===== src/rtl/mem_arb_pkg.sv =====
// Shared types and constants for the IF/DM memory bus arbiter.
// Imported by the arbiter top and its starvation counter.
package mem_arb_pkg;

  typedef enum logic [1:0] {
    OWN_NONE = 2'd0,
    OWN_IF   = 2'd1,
    OWN_DM   = 2'd2
  } owner_e;

  localparam logic [3:0] BYTEEN_WORD  = 4'b1111;
  localparam int         STARVE_CNT_W = 4;

endpackage


===== src/rtl/mem_arb_starve_ctr.sv =====
// Saturating count of consecutive DM grants while IF waits.
// Ports: clk, rst_n, if_req, if_gnt, dm_gnt in; force_if out.
module mem_arb_starve_ctr
  import mem_arb_pkg::*;
#(
  parameter int STARVE_LIMIT = 4
) (
  input  logic clk,
  input  logic rst_n,
  input  logic if_req,
  input  logic if_gnt,
  input  logic dm_gnt,
  output logic force_if
);

  localparam logic [STARVE_CNT_W-1:0] LIMIT =
    STARVE_CNT_W'(STARVE_LIMIT);
  localparam logic [STARVE_CNT_W-1:0] ONE =
    STARVE_CNT_W'(1);

  logic [STARVE_CNT_W-1:0] cnt;
  logic [STARVE_CNT_W-1:0] cnt_nxt;

  always_comb begin
    cnt_nxt = cnt;
    if (!if_req || if_gnt) begin
      cnt_nxt = '0;
    end else if (dm_gnt && cnt != LIMIT) begin
      cnt_nxt = cnt + ONE;
    end
  end

  always_ff @(posedge clk or negedge rst_n) begin
    if (!rst_n) begin
      cnt <= '0;
    end else begin
      cnt <= cnt_nxt;
    end
  end

  assign force_if = (cnt == LIMIT);

endmodule


===== src/rtl/mem_bus_arbiter.sv =====
// Two-port (IF, DM) arbiter onto a single-port 1-cycle-latency bus.
// Ports: i_clk/i_reset_n, IF req/resp, DM req/resp, o_mem_*/i_mem_read_data.
module mem_bus_arbiter
  import mem_arb_pkg::*;
#(
  parameter int WIDTH        = 32,
  parameter int STARVE_LIMIT = 4
) (
  input  logic             i_clk,
  input  logic             i_reset_n,
  input  logic             i_if_req,
  input  logic [WIDTH-1:0] i_if_addr,
  input  logic             i_if_flush,
  output logic             o_if_gnt,
  output logic             o_if_rvalid,
  output logic [WIDTH-1:0] o_if_rdata,
  input  logic             i_dm_req,
  input  logic             i_dm_we,
  input  logic [WIDTH-1:0] i_dm_addr,
  input  logic [WIDTH-1:0] i_dm_wdata,
  input  logic [3:0]       i_dm_byteen,
  output logic             o_dm_gnt,
  output logic             o_dm_rvalid,
  output logic [WIDTH-1:0] o_dm_rdata,
  output logic [WIDTH-1:0] o_mem_addr,
  output logic [WIDTH-1:0] o_mem_write_data,
  output logic [3:0]       o_mem_byteen,
  output logic             o_mem_read_en,
  output logic             o_mem_write_en,
  input  logic [WIDTH-1:0] i_mem_read_data
);

  owner_e rsp_owner;
  owner_e rsp_owner_nxt;
  logic   if_drop;
  logic   if_drop_nxt;
  logic   force_if;
  logic   if_gnt;
  logic   dm_gnt;

  // Grants are forced low while in reset so every output reads 0.
  assign if_gnt = i_reset_n && i_if_req &&
                  (!i_dm_req || force_if);
  assign dm_gnt = i_reset_n && i_dm_req && !if_gnt;

  assign o_if_gnt = if_gnt;
  assign o_dm_gnt = dm_gnt;

  mem_arb_starve_ctr #(
    .STARVE_LIMIT(STARVE_LIMIT)
  ) u_starve (
    .clk     (i_clk),
    .rst_n   (i_reset_n),
    .if_req  (i_if_req),
    .if_gnt  (if_gnt),
    .dm_gnt  (dm_gnt),
    .force_if(force_if)
  );

  always_comb begin
    o_mem_addr       = '0;
    o_mem_write_data = '0;
    o_mem_byteen     = '0;
    o_mem_read_en    = 1'b0;
    o_mem_write_en   = 1'b0;
    unique case (1'b1)
      if_gnt: begin
        o_mem_addr    = i_if_addr;
        o_mem_byteen  = BYTEEN_WORD;
        o_mem_read_en = 1'b1;
      end
      dm_gnt: begin
        o_mem_addr       = i_dm_addr;
        o_mem_write_data = i_dm_wdata;
        o_mem_byteen     = i_dm_byteen;
        o_mem_read_en    = !i_dm_we;
        o_mem_write_en   = i_dm_we;
      end
      default: ;
    endcase
  end

  // Owner of the response in the next cycle; DM writes return nothing.
  always_comb begin
    rsp_owner_nxt = OWN_NONE;
    if_drop_nxt   = 1'b0;
    if (if_gnt) begin
      rsp_owner_nxt = OWN_IF;
      if_drop_nxt   = i_if_flush;
    end else if (dm_gnt && !i_dm_we) begin
      rsp_owner_nxt = OWN_DM;
    end
  end

  always_ff @(posedge i_clk or negedge i_reset_n) begin
    if (!i_reset_n) begin
      rsp_owner <= OWN_NONE;
      if_drop   <= 1'b0;
    end else begin
      rsp_owner <= rsp_owner_nxt;
      if_drop   <= if_drop_nxt;
    end
  end

  // A flush in the response cycle also kills the returning IF word.
  assign o_if_rvalid = (rsp_owner == OWN_IF) &&
                       !if_drop && !i_if_flush;
  assign o_dm_rvalid = (rsp_owner == OWN_DM);

  assign o_if_rdata = o_if_rvalid ? i_mem_read_data : '0;
  assign o_dm_rdata = o_dm_rvalid ? i_mem_read_data : '0;

endmodule


===== config.mk =====
export PLATFORM = sky130hd
export DESIGN_NAME = mem_bus_arbiter
export DESIGN_NICKNAME = d
export VERILOG_FILES = /design/src/rtl/mem_arb_pkg.sv /design/src/rtl/mem_arb_starve_ctr.sv /design/src/rtl/mem_bus_arbiter.sv
export SDC_FILE = /design/constraint.sdc
export NUM_CORES = 1
export LEC_CHECK = 0
export BUFFER_PORTS_ARGS = -buffer_cell sky130_fd_sc_hd__buf_2
export CAP_MARGIN = 20
export CORE_AREA = 3 3 107 109
export CTS_CLUSTER_SIZE = 12
export DETAILED_ROUTE_END_ITERATION = 8
export DIE_AREA = 0 0 110 112
export RECOVER_POWER = 100
export SLEW_MARGIN = 25
export SYNTH_ARGS = -nofsm -noshare
export SYNTH_HDL_FRONTEND = slang
export SYNTH_SLANG_ARGS = --single-unit

===== constraint.sdc =====
create_clock -name i_clk -period 1.9 [get_ports i_clk]
set_input_delay 0.38 -clock i_clk [delete_from_list [all_inputs] [get_ports i_clk]]
set_output_delay 0.38 -clock i_clk [all_outputs]
set_load 0.05 [all_outputs]

# Yosys cells after proc, flatten, opt, wreduce, memory -nomap -nowiden
# Index checks and enable logic that the tools add are counted.
[word_totals] ff_bits=7 out_inout_bits=138 input_bits=138
[op_classes] eq_ne=4 addsub=1 n_reduce_logical=17 mux=12
[ops] cell="$mux W32" count=3
[ops] cell="$pmux W32 S2" count=1
[ops] cell="$logic_and A1 B1 Y1" count=8
[ops] cell="$mux W4" count=2
[ops] cell="$pmux W4 S2" count=1
[ops] cell="$logic_not A1 Y1" count=6
[ops] cell="$add A4 B1 Y4 const B" count=1
[ops] cell="$eq A4 B3 Y1 const B" count=1
[ops] cell="$mux W2" count=2
[ops] cell="$ne A4 B3 Y1 const B" count=1
[ops] cell="$eq A2 B1 Y1 const B" count=1
[ops] cell="$eq A2 B2 Y1 const B" count=1
[ops] cell="$logic_or A1 B1 Y1" count=2
[ops] cell="$mux W1" count=2
[ops] cell="$pmux W1 S2" count=1
[ops] cell="$reduce_bool A2 Y1" count=1

# Logic depth before layout (Yosys ltp)
[depth] word_depth=8 mapped_depth=7 depth_no_buf=5

# Cells and area by module
# Synthesis repeated with hierarchy kept, for this count alone.
[unflattened] cells_unflattened=271 hier_area_um2=1722.9
[by_module_without_submodules] mod="mem_bus_arbiter" cells_per_inst=245 instances=1 seq_area_each_um2=75.1 area_per_inst_um2=1486.4
[by_module_without_submodules] mod="mem_arb_starve_ctr" cells_per_inst=26 instances=1 seq_area_each_um2=100.1 area_per_inst_um2=236.5

# Worst setup path before layout
# Ideal clock, no wire load.
[synth_path] path_kind="register to output" startpoint="register u_starve.cnt[0]" endpoint="output o_mem_addr[16]" path_slack_ns=-0.239 arrival_ns=1.759 path_stages_with_launch=7 n_path_buf=1 cell_sequence="dfrtp_1 inv_1 ha_1 nand3b_4 a21oi_2 buf_2 a22o_1"
[synth_between] elab_chain_len=6
[synth_lines] item="start, declared" line="mem_arb_starve_ctr.sv:21" source="logic [STARVE_CNT_W-1:0] cnt;"
[synth_lines] item="start signal, assigned" line="mem_arb_starve_ctr.sv:37" source="cnt <= cnt_nxt;"
[synth_lines] item="$eq A4 B3 Y1 (*)" line="mem_arb_starve_ctr.sv:41" source="assign force_if = (cnt == LIMIT);"
[synth_lines] item="$logic_or A1 B1 Y1 (*)" line="mem_bus_arbiter.sv:43" source="(!i_dm_req || force_if);"
[synth_lines] item="$logic_and A1 B1 Y1 (*)" line="mem_bus_arbiter.sv:42" source="assign if_gnt = i_reset_n && i_if_req &&"
[synth_lines] item="named net o_if_gnt" line="mem_bus_arbiter.sv:14" source="output logic o_if_gnt,"
[synth_lines] item="$logic_not A1 Y1" line="mem_bus_arbiter.sv:44" source="assign dm_gnt = i_reset_n && i_dm_req && !if_gnt;"
[synth_lines] item="$logic_and A1 B1 Y1" line="mem_bus_arbiter.sv:44"
[synth_lines] item="$pmux W32 S2 (*)" line="mem_bus_arbiter.sv:66" source="unique case (1'b1)"
[synth_lines] item="end, declared" line="mem_bus_arbiter.sv:25" source="output logic [WIDTH-1:0] o_mem_addr,"
# The timed path passes the listed nets; every way through them passes the cells marked *.

# Final worst setup path
[layout_path] startpoint="input i_reset_n" endpoint="output o_mem_byteen[3]"
[layout_between] elab_chain_len=5 word_cells_on_any_way=6 classes_between="mux: 1; reduce/logical: 5"
[layout_lines] item="start, declared" line="mem_bus_arbiter.sv:10" source="input logic i_reset_n,"
[layout_lines] item="$logic_and A1 B1 Y1 (2 in a row)" line="mem_bus_arbiter.sv:42"
[layout_lines] item="$logic_not A1 Y1" line="mem_bus_arbiter.sv:44"
[layout_lines] item="$logic_and A1 B1 Y1" line="mem_bus_arbiter.sv:44"
[layout_lines] item="$pmux W4 S2 (*)" line="mem_bus_arbiter.sv:66"
[layout_lines] item="end, declared" line="mem_bus_arbiter.sv:27" source="output logic [3:0] o_mem_byteen,"
# Mark *: on every way between the ends. The rest lies on a longest branch, timed or not.

==> insert_results.sql <==
INSERT INTO impl_metrics (metric_group, metric, value, unit) VALUES
('critical_path', 'ff2ff_setup_slack', '370', 'ps'),
('detailed_routing', 'drc', '0', ''),
('finish', 'num-fill-cells', '987', ''),
('clock_tree', 'cts_buffers', '3', ''),
('timing', 'timing.final.ws_setup', '-254', 'ps'),
('critical_path', 'worst_ep_required_time', '1520', 'ps'),
('critical_path', 'crit_arrival', '1770', 'ps'),
('clock_tree', 'root_buffer', 'clkbuf_8', ''),
('timing', 'max_slew.worst_pin.slew', '767', 'ps'),
('critical_path', 'rr_endpoint', 'rsp_owner[1]$_DFF_PN0_', ''),
('synthesis', 'yosysTopAreaCell', 'and2_1', ''),
('pwr', 'leakage', '0.00250', 'µW'),
('hold_path', 'holdCritPathClass', 'primary input to async pin', ''),
('detailed_routing', '1st_iter_drt_viols', '68', ''),
('job', 'max-cap-violations', '0', ''),
('place', 'dp_cells', '596', ''),
('critical_path', 'worstRegToRegCells', '7', ''),
('finish', 'final_cell_count_no_fill', '635', ''),
('finish', 'number_of_diodes_added_for_antenna_fixing', '0', ''),
('finish', 'final_layout_net_count', '636', ''),
('floorplan', 'ios', '276', ''),
('timing', 'max_freq', '464', 'MHz'),
('synthesis', 'synth_seq_area_share', '0.122', ''),
('pwr', 'power.ir.vdd_worst', '0.185', 'mV'),
('run_status', 'outcome', 'finished, violations left', ''),
('floorplan', 'floorplan.initialDensity', '0.134', ''),
('pwr', 'switching_share', '0.474', ''),
('critical_path', 'worstReg2RegStart', 'u_starve.cnt[1]$_DFFE_PN0P_', ''),
('clock_tree', 'ctsLongestPathBuffers', '2', ''),
('finish', 'multi_input_comb_area', '1560', 'µm²'),
('critical_path', 'timing.setup.critical_path_class', 'primary input to output port', ''),
('detailed_routing', 'detail_route.wirelength', '11600', 'µm'),
('grt', 'grt_pass1_wl', '15500', 'µm'),
('timing', 'max-slew-margin-rel', '0.489', ''),
('synthesis', 'yosys_most_used_dff', 'dfrtp_1', ''),
('clock_tree', 'insertion_delay', '230', 'ps'),
('synthesis', 'synthArstFlopShare', '1.00', ''),
('timing', 'final.min_clock_period', '2150', 'ps'),
('place', 'place_congestion', '0.845', ''),
('floorplan', 'die_x', '110', 'µm'),
('synthesis', 'synth.avg_cell_area', '7.66', 'µm²'),
('timing', 'post-route-period-util', '1.13', ''),
('critical_path', 'path_delay_family', 'simple AND/OR/NAND/NOR gates', ''),
('synthesis', 'synth_cell_type_count', '26', ''),
('pwr', 'cell_internal_pwr', '799', 'µW'),
('finish', 'layout-drive-gt1-share', '0.820', ''),
('synthesis', 'yosysMostFrequentCell', 'and2_1', ''),
('timing', 'fin_tns_setup', '-14560', 'ps'),
('grt', 'number_of_antenna_violations_at_the_first_check_in_global_routing', '1', ''),
('pwr', 'switchingPower', '720', 'µW'),
('synthesis', 'mappedNetlistArea', '1430', 'µm²'),
('place', 'dpl-instance-area', '3150', 'µm²'),
('detailed_routing', 'routed_wire_length_per_instance', '18.2', 'µm'),
('detailed_routing', 'post_dr_vias_cell', '4.27', ''),
('timing', 'final_hold_violation_count', '0', ''),
('timing', 'finalSetupViolations', '95', ''),
('pwr', 'power.combinational.fraction', '0.759', ''),
('synthesis', 'syn_warnings', '0', ''),
('timing', 'grt_setup_unrepaired', 'yes', ''),
('pwr', 'pwr-share-clk', '0.138', ''),
('synthesis', 'synth-edff-count', '0', ''),
('critical_path', 'path_buf_inv', '3', ''),
('place', 'port_buffers', '275', ''),
('timing', 'finalClockSkew', '0.265', 'ps'),
('grt', 'grt_max_degree', '34', ''),
('critical_path', 'cp_launch_type', 'primary input', ''),
('pwr', 'design_power_total', '1520', 'µW'),
('run_status', 'failed_checks', 'setup timing', ''),
('grt', 'grt_pass1_vias', '2788', ''),
('detailed_routing', 'drt_pre_antenna_iters', '4', ''),
('floorplan', 'die_y', '112', 'µm');
layout by cell type (no fill, tap or decap), drive strengths merged:
| cell type | instances |
|---|---|
| clkbuf | 12 |
| o21a | 12 |
| a21oi | 1 |
| inv | 3 |
| a22o | 33 |
| a21bo | 1 |
| nand3 | 1 |
| nand3b | 2 |
| nor2 | 2 |
| nand2b | 2 |
| a21o | 5 |
| a32o | 1 |
| and2 | 100 |
| dfrtp | 7 |
| and3 | 1 |
| nand2 | 1 |
| ha | 2 |
| buf | 303 |
| clkinvlp | 1 |
| nor2b | 1 |
| a31oi | 1 |
| nand4b | 1 |
| mux2 | 1 |
| nor4b | 1 |
per-stage QoR:
stage	worst slack [ps]	hold slack (ps)
final	-254	71.7
after global routing	-341	73.8
after CTS	-239	67.8
after detailed placement	-292	313
after global placement	-208	306
after floorplan	-22.1	84.4
registers in the layout, indices dropped and copies added (netlist names):
register	flops
if_drop	1
u_starve.cnt	4
rsp_owner	2
worst max path at each step:
stage                                 from                   end  slack (ps)  cells after the start
3_5_place_dp   u_starve.cnt[0]$_DFFE_PN0P_  o_mem_write_data[28]        -290                      6
4_1_cts        u_starve.cnt[0]$_DFFE_PN0P_         o_mem_addr[5]        -240                      9
5_1_grt        u_starve.cnt[1]$_DFFE_PN0P_         o_mem_addr[3]        -340                      9
6_report                         i_reset_n       o_mem_byteen[3]        -250                      5
3_3_place_gp   u_starve.cnt[0]$_DFFE_PN0P_        o_mem_addr[13]        -210                      6
2_1_floorplan  u_starve.cnt[0]$_DFFE_PN0P_  o_mem_write_data[22]         -20                      6
logic make-up (layout without fill, tap and decap cells):
family | Yosys count | after routing | share of synthesized area
AO/OA/AOI/OAI | 43 | 54 | 0.263
adder cells (fa/ha/maj) | 2 | 2 | 0.0175
buffers and inverters | 22 | 319 | 0.0882
flip-flops | 7 | 7 | 0.122
multiplexers | 1 | 1 | 0.00786
AND/OR/NAND/NOR | 112 | 112 | 0.501
what timing repair did:
action,CTS,global route
setup buffers,16,1
hold buffers,0,0
pin swaps,32,11
cloned,19,3
hold endpoints to repair,0,0
endpoints found under the setup margin,104,109
gates resized for setup,265,57
cell type report:
cell class	count	share of cell area
repair buffers	311	0.583
multi-input cells	169	0.329
flip-flops and latches	7	0.0370
well taps	140	0.0370
clock buffers	4	0.00952
inverters	4	0.00397
per-layer routing:
metal  GRT usage  up-vias  wire length, µm
met4      0.0357        2              155
met1       0.186     1250             4260
li1            -     1272                -
met5           0        -               17
met2       0.324      178             6220
met3      0.0238       10              904
worst reg2reg max path, cell delays in order (launching register included):
cell and delay (ps):
dfrtp_1 380, inv_2 70, ha_4 140, nand3b_4 100, buf_4 190, o21a_4 240, buf_4 150, and2_1 140
power by group through the flow:
stage	logic, µW	registers (µW)	clock network, µW
floorplan	548	158	0
global placement	838	158	0
detailed placement	846	159	0
CTS	1130	157	218
global route	1200	157	228
finish	1150	157	210
No activity file was read; power rests on OpenSTA's default activity.
